<file path="config.mk">
export PLATFORM = sky130hd
export DESIGN_NAME = debug_scanner
export DESIGN_NICKNAME = d
export VERILOG_FILES = /design/src/rtl/debug_pkg.sv /design/src/rtl/debug_scanner.sv
export SDC_FILE = /design/constraint.sdc
export NUM_CORES = 1
export LEC_CHECK = 0
export BUFFER_PORTS_ARGS = -buffer_cell sky130_fd_sc_hd__buf_2
export CELL_PAD_IN_SITES_DETAIL_PLACEMENT = 2
export CELL_PAD_IN_SITES_GLOBAL_PLACEMENT = 2
export CORE_UTILIZATION = 26
export CTS_BUF_LIST = sky130_fd_sc_hd__clkbuf_2
export CTS_CLUSTER_SIZE = 28
export DETAILED_ROUTE_END_ITERATION = 6
export PLACE_DENSITY_LB_ADDON = 0.1
export SLEW_MARGIN = 30
export SYNTH_ARGS = -nofsm -noshare
export SYNTH_HDL_FRONTEND = slang
export SYNTH_SLANG_ARGS = --single-unit
</file>
<file path="constraint.sdc">
create_clock -name clk -period 2 [get_ports clk]
set_clock_uncertainty 0.2 [all_clocks]
set_input_delay 0.1 -clock clk [delete_from_list [all_inputs] [get_ports clk]]
set_output_delay 0.1 -clock clk [all_outputs]
set_load 0.005 [all_outputs]
</file>
<file path="src/rtl/debug_pkg.sv">
// Shared types and constants for the debug observer scanner.
// Item index -> observer (sel, reg_sel) mapping lives here so any observer client can reuse it.
package debug_pkg;

  typedef enum logic [1:0] {S_IDLE, S_SETTLE, S_EMIT, S_DONE} state_t;

  localparam logic [2:0] SEL_PC   = 3'd0;
  localparam logic [2:0] SEL_IR   = 3'd1;
  localparam logic [2:0] SEL_ALU  = 3'd2;
  localparam logic [2:0] SEL_REG  = 3'd3;
  localparam logic [2:0] SEL_IDLE = 3'd4;

  localparam logic [7:0] ALU_SEL_A   = 8'd1;
  localparam logic [7:0] ALU_SEL_B   = 8'd2;
  localparam logic [7:0] ALU_SEL_O   = 8'd0;
  localparam logic [7:0] FIXED_ITEMS = 8'd5;

  typedef struct packed {
    logic [2:0] sel;
    logic [7:0] reg_sel;
  } sel_pair_t;

  function automatic sel_pair_t item_to_sel(input logic [7:0] index);
    sel_pair_t p;
    p.sel     = SEL_REG;
    p.reg_sel = index - FIXED_ITEMS;
    case (index)
      8'd0: begin p.sel = SEL_PC;  p.reg_sel = 8'd0;      end
      8'd1: begin p.sel = SEL_IR;  p.reg_sel = 8'd0;      end
      8'd2: begin p.sel = SEL_ALU; p.reg_sel = ALU_SEL_A; end
      8'd3: begin p.sel = SEL_ALU; p.reg_sel = ALU_SEL_B; end
      8'd4: begin p.sel = SEL_ALU; p.reg_sel = ALU_SEL_O; end
      default: ;
    endcase
    return p;
  endfunction

endpackage

</file>
<file path="src/rtl/debug_scanner.sv">
// Walks the debug observer mux over PC, IR, ALU operands/result and every GPR, streaming samples out.
// Each item: sel/reg_sel held SETTLE_CYCLES cycles, sampled, then held on a valid/ready port until accepted.
module debug_scanner
  import debug_pkg::*;
#(
  parameter int NUM_REGS      = 32,
  parameter int SETTLE_CYCLES = 1,
  parameter int DATA_W        = 32,
  parameter int ADDR_W        = 5
) (
  input  logic              clk,
  input  logic              rst,
  input  logic              start_i,
  input  logic              abort_i,
  output logic [2:0]        sel_o,
  output logic [ADDR_W-1:0] reg_sel_o,
  input  logic [DATA_W-1:0] data_i,
  output logic              out_valid_o,
  input  logic              out_ready_i,
  output logic [DATA_W-1:0] out_data_o,
  output logic [7:0]        out_tag_o,
  output logic              out_last_o,
  output logic              busy_o,
  output logic              done_o
);

  localparam int         N        = int'(FIXED_ITEMS) + NUM_REGS;
  localparam logic [7:0] LAST_IDX = 8'(N - 1);
  localparam int         CW       = (SETTLE_CYCLES > 1) ? $clog2(SETTLE_CYCLES) : 1;
  localparam logic [CW-1:0] CNT_END = CW'(SETTLE_CYCLES - 1);

  state_t            state, state_n;
  logic [7:0]        idx, idx_n;
  logic [CW-1:0]     cnt, cnt_n;
  logic [2:0]        sel_n;
  logic [ADDR_W-1:0] reg_sel_n;
  logic              valid_n, last_n, done_n;
  logic [DATA_W-1:0] data_n;
  logic [7:0]        tag_n;
  sel_pair_t         next_pair;

  always_ff @(posedge clk) begin
    if (rst) begin
      state       <= S_IDLE;
      idx         <= 8'd0;
      cnt         <= '0;
      sel_o       <= SEL_IDLE;
      reg_sel_o   <= '0;
      out_valid_o <= 1'b0;
      out_data_o  <= '0;
      out_tag_o   <= 8'd0;
      out_last_o  <= 1'b0;
      done_o      <= 1'b0;
    end else begin
      state       <= state_n;
      idx         <= idx_n;
      cnt         <= cnt_n;
      sel_o       <= sel_n;
      reg_sel_o   <= reg_sel_n;
      out_valid_o <= valid_n;
      out_data_o  <= data_n;
      out_tag_o   <= tag_n;
      out_last_o  <= last_n;
      done_o      <= done_n;
    end
  end

  always_comb begin
    state_n   = state;
    idx_n     = idx;
    cnt_n     = cnt;
    sel_n     = sel_o;
    reg_sel_n = reg_sel_o;
    valid_n   = out_valid_o;
    data_n    = out_data_o;
    tag_n     = out_tag_o;
    last_n    = out_last_o;
    done_n    = 1'b0;
    next_pair = item_to_sel(idx + 8'd1);

    case (state)
      S_IDLE: begin
        if (start_i && !abort_i) begin
          state_n   = S_SETTLE;
          idx_n     = 8'd0;
          cnt_n     = '0;
          sel_n     = SEL_PC;
          reg_sel_n = '0;
        end
      end
      S_SETTLE: begin
        cnt_n = cnt + CW'(1);
        if (cnt == CNT_END) begin
          data_n  = data_i;
          tag_n   = idx;
          last_n  = (idx == LAST_IDX);
          valid_n = 1'b1;
          state_n = S_EMIT;
        end
      end
      S_EMIT: begin
        if (out_ready_i) begin
          valid_n = 1'b0;
          if (out_last_o) begin
            state_n   = S_DONE;
            done_n    = 1'b1;
            sel_n     = SEL_IDLE;
            reg_sel_n = '0;
          end else begin
            idx_n     = idx + 8'd1;
            sel_n     = next_pair.sel;
            reg_sel_n = ADDR_W'(next_pair.reg_sel);
            cnt_n     = '0;
            state_n   = S_SETTLE;
          end
        end
      end
      S_DONE: begin
        state_n = S_IDLE;
      end
      default: state_n = S_IDLE;
    endcase

    // Abort overrides everything above, including a same-cycle handshake.
    if (abort_i && state != S_IDLE) begin
      state_n   = S_IDLE;
      valid_n   = 1'b0;
      sel_n     = SEL_IDLE;
      reg_sel_n = '0;
      done_n    = 1'b0;
    end
  end

  assign busy_o = (state != S_IDLE);

endmodule

</file>
# ---- After elaboration in Yosys (flattened, before gate mapping)
# Index checks and enable logic that the tools add are counted.
dict set report classes {
  addsub 3
  eq_ne 12
  mux 26
  n_bitwise 3
  reduce_logical 17
}
# cell count
set op_table {}
lappend op_table {{10-bit one-hot mux with 5 select lines} 1}
lappend op_table {{8-bit 2-to-1 mux} 3}
lappend op_table {{8-bit by 2-bit == test with 1-bit output (second input constant)} 2}
lappend op_table {{8-bit one-hot mux with 2 select lines} 1}
lappend op_table {{5-bit 2-to-1 mux} 3}
lappend op_table {{5-bit one-hot mux with 2 select lines} 1}
lappend op_table {{3-bit 2-to-1 mux} 3}
lappend op_table {{3-bit AND reduction} 3}
lappend op_table {{8-bit by 1-bit adder with 8-bit output (second input constant)} 1}
lappend op_table {{8-bit by 1-bit == test with 1-bit output (second input constant)} 1}
lappend op_table {{8-bit by 3-bit == test with 1-bit output (second input constant)} 1}
lappend op_table {{8-bit by 6-bit == test with 1-bit output (second input constant)} 1}
lappend op_table {{8-bit logical NOT} 1}
lappend op_table {{2-bit 2-to-1 mux} 4}
lappend op_table {{2-bit != test (second input constant)} 4}
lappend op_table {{2-bit one-hot mux with 4 select lines} 1}
lappend op_table {{4-bit AND reduction} 2}
lappend op_table {{8-bit by 3-bit subtractor with 8-bit output (second input constant)} 1}
lappend op_table {{1-bit 2-to-1 mux} 6}
lappend op_table {{3-bit one-hot mux with 2 select lines} 1}
lappend op_table {{2-bit nonzero test} 3}
lappend op_table {{2-bit == test (second input constant)} 2}
lappend op_table {{4-bit OR reduction} 1}
lappend op_table {{1-bit NOT} 3}
lappend op_table {{10 further kinds} 11}
dict set report totals {
  regBits 62
  inputBits 37
  output_inout_bits 52
  word_cells 71
}

# ---- Logic depth before layout (Yosys ltp)
dict set report depth {
  depth_word 6
  mapped_depth 8
}

# ---- Least setup slack after synthesis
# Ideal clock, no wire load.
dict set report synth_timing {
  path_kind {flip-flop to flip-flop}
  startpoint {reg idx[0]}
  endpoint {reg reg_sel_o[3]}
  setup_ns 0.126
  arrival_time_ns 1.708
  required_ns 1.674
  slack_ns -0.034
  stages_incl_launch_ff 9
  path_buffers 1
  period_less_slack_ns 2.034
  cell_sequence {dfxtp_1 > ha_1 > buf_2 > and2_1 > a41o_1 > o311ai_2 > o21a_4 > a22oi_1 > nor2_1}
}
dict set report synth_via {
  elab_chain_len 6
  elab_cells_between_ends 11
}
# item line
set synth_lines {}
lappend synth_lines {{from (decl)} debug_scanner.sv:33} ;# logic [7:0] idx, idx_n;
lappend synth_lines {{from (signal assigned)} debug_scanner.sv:56} ;# idx <= idx_n;
lappend synth_lines {{8-bit by 1-bit adder with 8-bit output (*)} debug_scanner.sv:79} ;# next_pair = item_to_sel(idx + 8'd1);
lappend synth_lines {{8-bit by 3-bit subtractor with 8-bit output, or another cell as far along} debug_pkg.sv:26} ;# p.reg_sel = index - FIXED_ITEMS;
lappend synth_lines {{10-bit one-hot mux with 5 select lines (*)} debug_pkg.sv:27} ;# case (index)
lappend synth_lines {{5-bit 2-to-1 mux (*)} debug_scanner.sv:104} ;# if (out_last_o) begin
lappend synth_lines {{5-bit 2-to-1 mux (*)} debug_scanner.sv:102} ;# if (out_ready_i) begin
lappend synth_lines {{5-bit one-hot mux with 2 select lines (*)} debug_scanner.sv:81} ;# case (state)
lappend synth_lines {{to (signal assigned)} debug_scanner.sv:59} ;# reg_sel_o <= reg_sel_n;
lappend synth_lines {{to (decl)} debug_scanner.sv:16} ;# output logic [ADDR_W-1:0] reg_sel_o,
# Every way passes the cells marked *; elsewhere a longest branch is shown, timed or not. The select of a mux whose other input is x is not followed.
# A chain may end at the register's enable or synchronous reset.

# ---- Worst setup path in the final report
# Ends and elaborated chain as after synthesis.

==> key figures <==
Run status
  – Status: completed

Finish
  – Most frequent cells in the layout: nand2_1, buf_2, dfxtp_1, a21oi_1, dlygate4sd3_1
  – Leading cell type in the layout, fill and taps excluded: nand2_1
  – Design area: 3910 µm²
  – Nets: 518
  – Area growth from synthesis to layout: 46.8%
  – # fillers: 1,134
  – ANT cells: 0
  – Util after Layout: 39.7%
  – Ratio of cells with drive above 1 in the final layout: 31.6%

Power and ir drop
  – Pwr dens: 564 nW/µm²
  – Max IR drop VDD: 0.208 mV
  – Switching Fraction: 28.9%
  – Register share of total power: 58.2%
  – Static Leak: 1.63 nW
  – Logic pwr share: 12.7%
  – Int Power: 0.00157 W
  – NetSw: 0.000637 W
  – Clk pwr share: 29.1%

Place
  – Placed instance area: 3390 µm²
  – DPL Wire Length: 6.28 mm
  – Gpl congestion: 0.854
  – IO Port Bufs: 88

Detailed routing
  – Iter 0 DRT Violations: 68
  – DR DRC count: 0
  – DRT Wirelength: 9.44 mm
  – WL per Instance: 15.4 µm
  – Vias per inst: 4.65
  – Via count: 2,842
  – Pre-antenna DRT Iters: 4
  – Post-DRT Antenna Nets: 0

Clocking
  – H-tree levels: 3
  – Clock-pin slew on the worst setup and hold paths: 0.20 ns
  – CTS tree: yes
  – Clock buffer count from CTS: 9
  – Clock root cell: clkbuf_2
  – CTS Sinks: 62
  – Clk buf depth: 2
  – Worst skew pair latency: 0.49 ns
  – Setup bufs post-CTS: 0

Floorplan
  – Die area: 10,700 µm²
  – Die width: 103 µm
  – Core area: 9860 µm²
  – Row count: 36
  – # IOs: 89
  – Initial core utilization: 27.0%
  – Die Ht: 103 µm

Setup path
  – Critical path endpoint category: flip-flop
  – WS Path Type: flip-flop to flip-flop
  – CP arrival: 2.15 ns
  – R2r setup slk: 0.05 ns
  – Crit-path max FO: 5
  – Worst EP required: 2.20 ns
  – CP Launch Type: flip-flop

GRT
  – Vias in the first global route: 2,981
  – Antenna violations before repair: 0
  – Pin count of the biggest net entering global routing: 45
  – Global-route wire length before repair: 14.8 mm
  – Total GRT Usage: 18.3%
  – Grt total ovfl: 0

Synth
  – Top-area cell type share of the netlist area: 46.6%
  – Post-synthesis sequential area ratio: 46.6%
  – Main synth FF type: dfxtp_1
  – Post-synthesis net count: 381
  – Dominant cells by area after synthesis: dfxtp_1, nand2_1, a21oi_1
  – Yosys top cell by area: dfxtp_1
  – Post-synthesis cell area: 2670 µm²
  – Share of flip-flops with an asynchronous set or reset: 0%
  – Synth cell types: 43
  – Post-synth EDFFs: 0
  – Gate count of the mapped netlist: 336
  – Synthesis Warnings: 0
  – FF+latch count, synth: 62
  – Syn avg cell area: 7.94 µm²

Timing
  – Slew of the pin with the lowest slew margin: 0.338 ns
  – Hold Violations, Final: 0
  – RSZ-0062 raised after global routing: yes
  – Maximum clock frequency: 514 MHz
  – Pins Over Slew Limit: 0
  – Setup violators final: 0
  – Fin crit period: 1.95 ns
  – Sum Neg Setup Slack: 0 ns
  – Slew HR: 77.3%
  – Crit share post-route: 97.4%

Run
  – # Max-Cap Violations: 0

Hold path
  – Worst hold path type: input port to flip-flop
-- path summary, 6_finish.rpt --
check | cells past startpoint | end | start
worst max-delay path | 7 | reg_sel_o[3] | idx[0]
worst min-delay path | 4 | out_data_o[4] | data_i[4]
worst max register to register | 7 | reg_sel_o[3] | idx[0]
worst min register to register | 2 | out_tag_o[6] | out_tag_o[6]
-- per-layer routing --
layer	share of wire, %	up-vias	wire (µm)	track usage [%]
met5	0	-	0	0
met4	0.75	0	71	4.23
met3	4.1	7	391	5.04
met2	53	57	4970	33.1
met1	42	1376	4000	21.4
li1	-	1402	-	-
-- critical path: stages (launching register included) --
cell and delay (ns):
dfxtp_4 0.40, ha_1 0.24, a211oi_1 0.23, a41o_1 0.17, o311ai_4 0.13, o21a_4 0.25
a22oi_1 0.19, nor2_1 0.06
-- registers in the layout (all words and copies together), names as in the netlist --
name         flops
out_data_o      32
idx              8
out_tag_o        8
reg_sel_o        5
sel_o            3
state            2
cnt              1
done_o           1
out_last_o       1
out_valid_o      1
-- layout make-up --
type	count	area, µm²	share of cell area (%)
multi-input cells	244	1350	34.4
clock buffers	10	50.0	1.28
flip-flops and latches	62	1250	31.9
inverters	5	18.8	0.480
well taps	133	166	4.25
clock inverters	6	38.8	0.991
repair buffers	151	1040	26.6
-- Yosys cell counts, drive strengths merged (2+ instances only) --
cell and n:
and2 2, inv 5, nor2b 3, a21oi 56, a21o 2, dfxtp 62, a311oi 2, ha 8
a22oi 5, nor2 17, nand3 4, nand2b 5, clkbuf 18, xnor2 3, nand2 95, nand4 2
nor3 9, a211oi 2, o21ai 9, nor4 3, or3b 2, buf 7
-- per-stage QoR --
step / setup slack, ns / cells / hold WS, ns / power [W]
floorplan: 0.0104 / 336 / -0.0207 / 0.00141
global placement: 0.0932 / 558 / 0.140 / 0.00153
detailed placement: -0.0200 / 558 / 0.150 / 0.00154
CTS: 0.0302 / 611 / 0.0941 / 0.00226
global route: -0.0386 / 611 / 0.113 / 0.00236
finish: 0.0529 / 611 / 0.162 / 0.00221
-- kinds of logic (layout without fill, tap and decap cells) --
logic type	Yosys count	count (layout)	synth area share, %
and+or+nand+nor	147	147	23.9
DFF	62	62	46.6
muxes	1	1	0.375
buffers and inverters	30	172	4.97
xor gates and xnor gates	4	4	1.31
adders and majority gates	8	8	3.75
AOI/OAI and AO/OA	84	84	19.1
-- timing repair --
action / in CTS / in global routing
endpoints found under the setup margin: 1 / 9
hold buffers: 37 / 0
pin swaps: 0 / 2
hold endpoints to repair: 61 / 0
gates resized for setup: 1 / 16
-- power by group through the flow --
stage          sequential, W  clock [W]  combinational (W)
2_1_floorplan        0.00131          0           0.000100
3_3_place_gp         0.00131          0           0.000218
3_5_place_dp         0.00131          0           0.000224
4_1_cts              0.00129   0.000691           0.000280
5_1_grt              0.00129   0.000761           0.000312
6_report             0.00129   0.000642           0.000281
No activity file was read; power rests on OpenSTA's default activity.
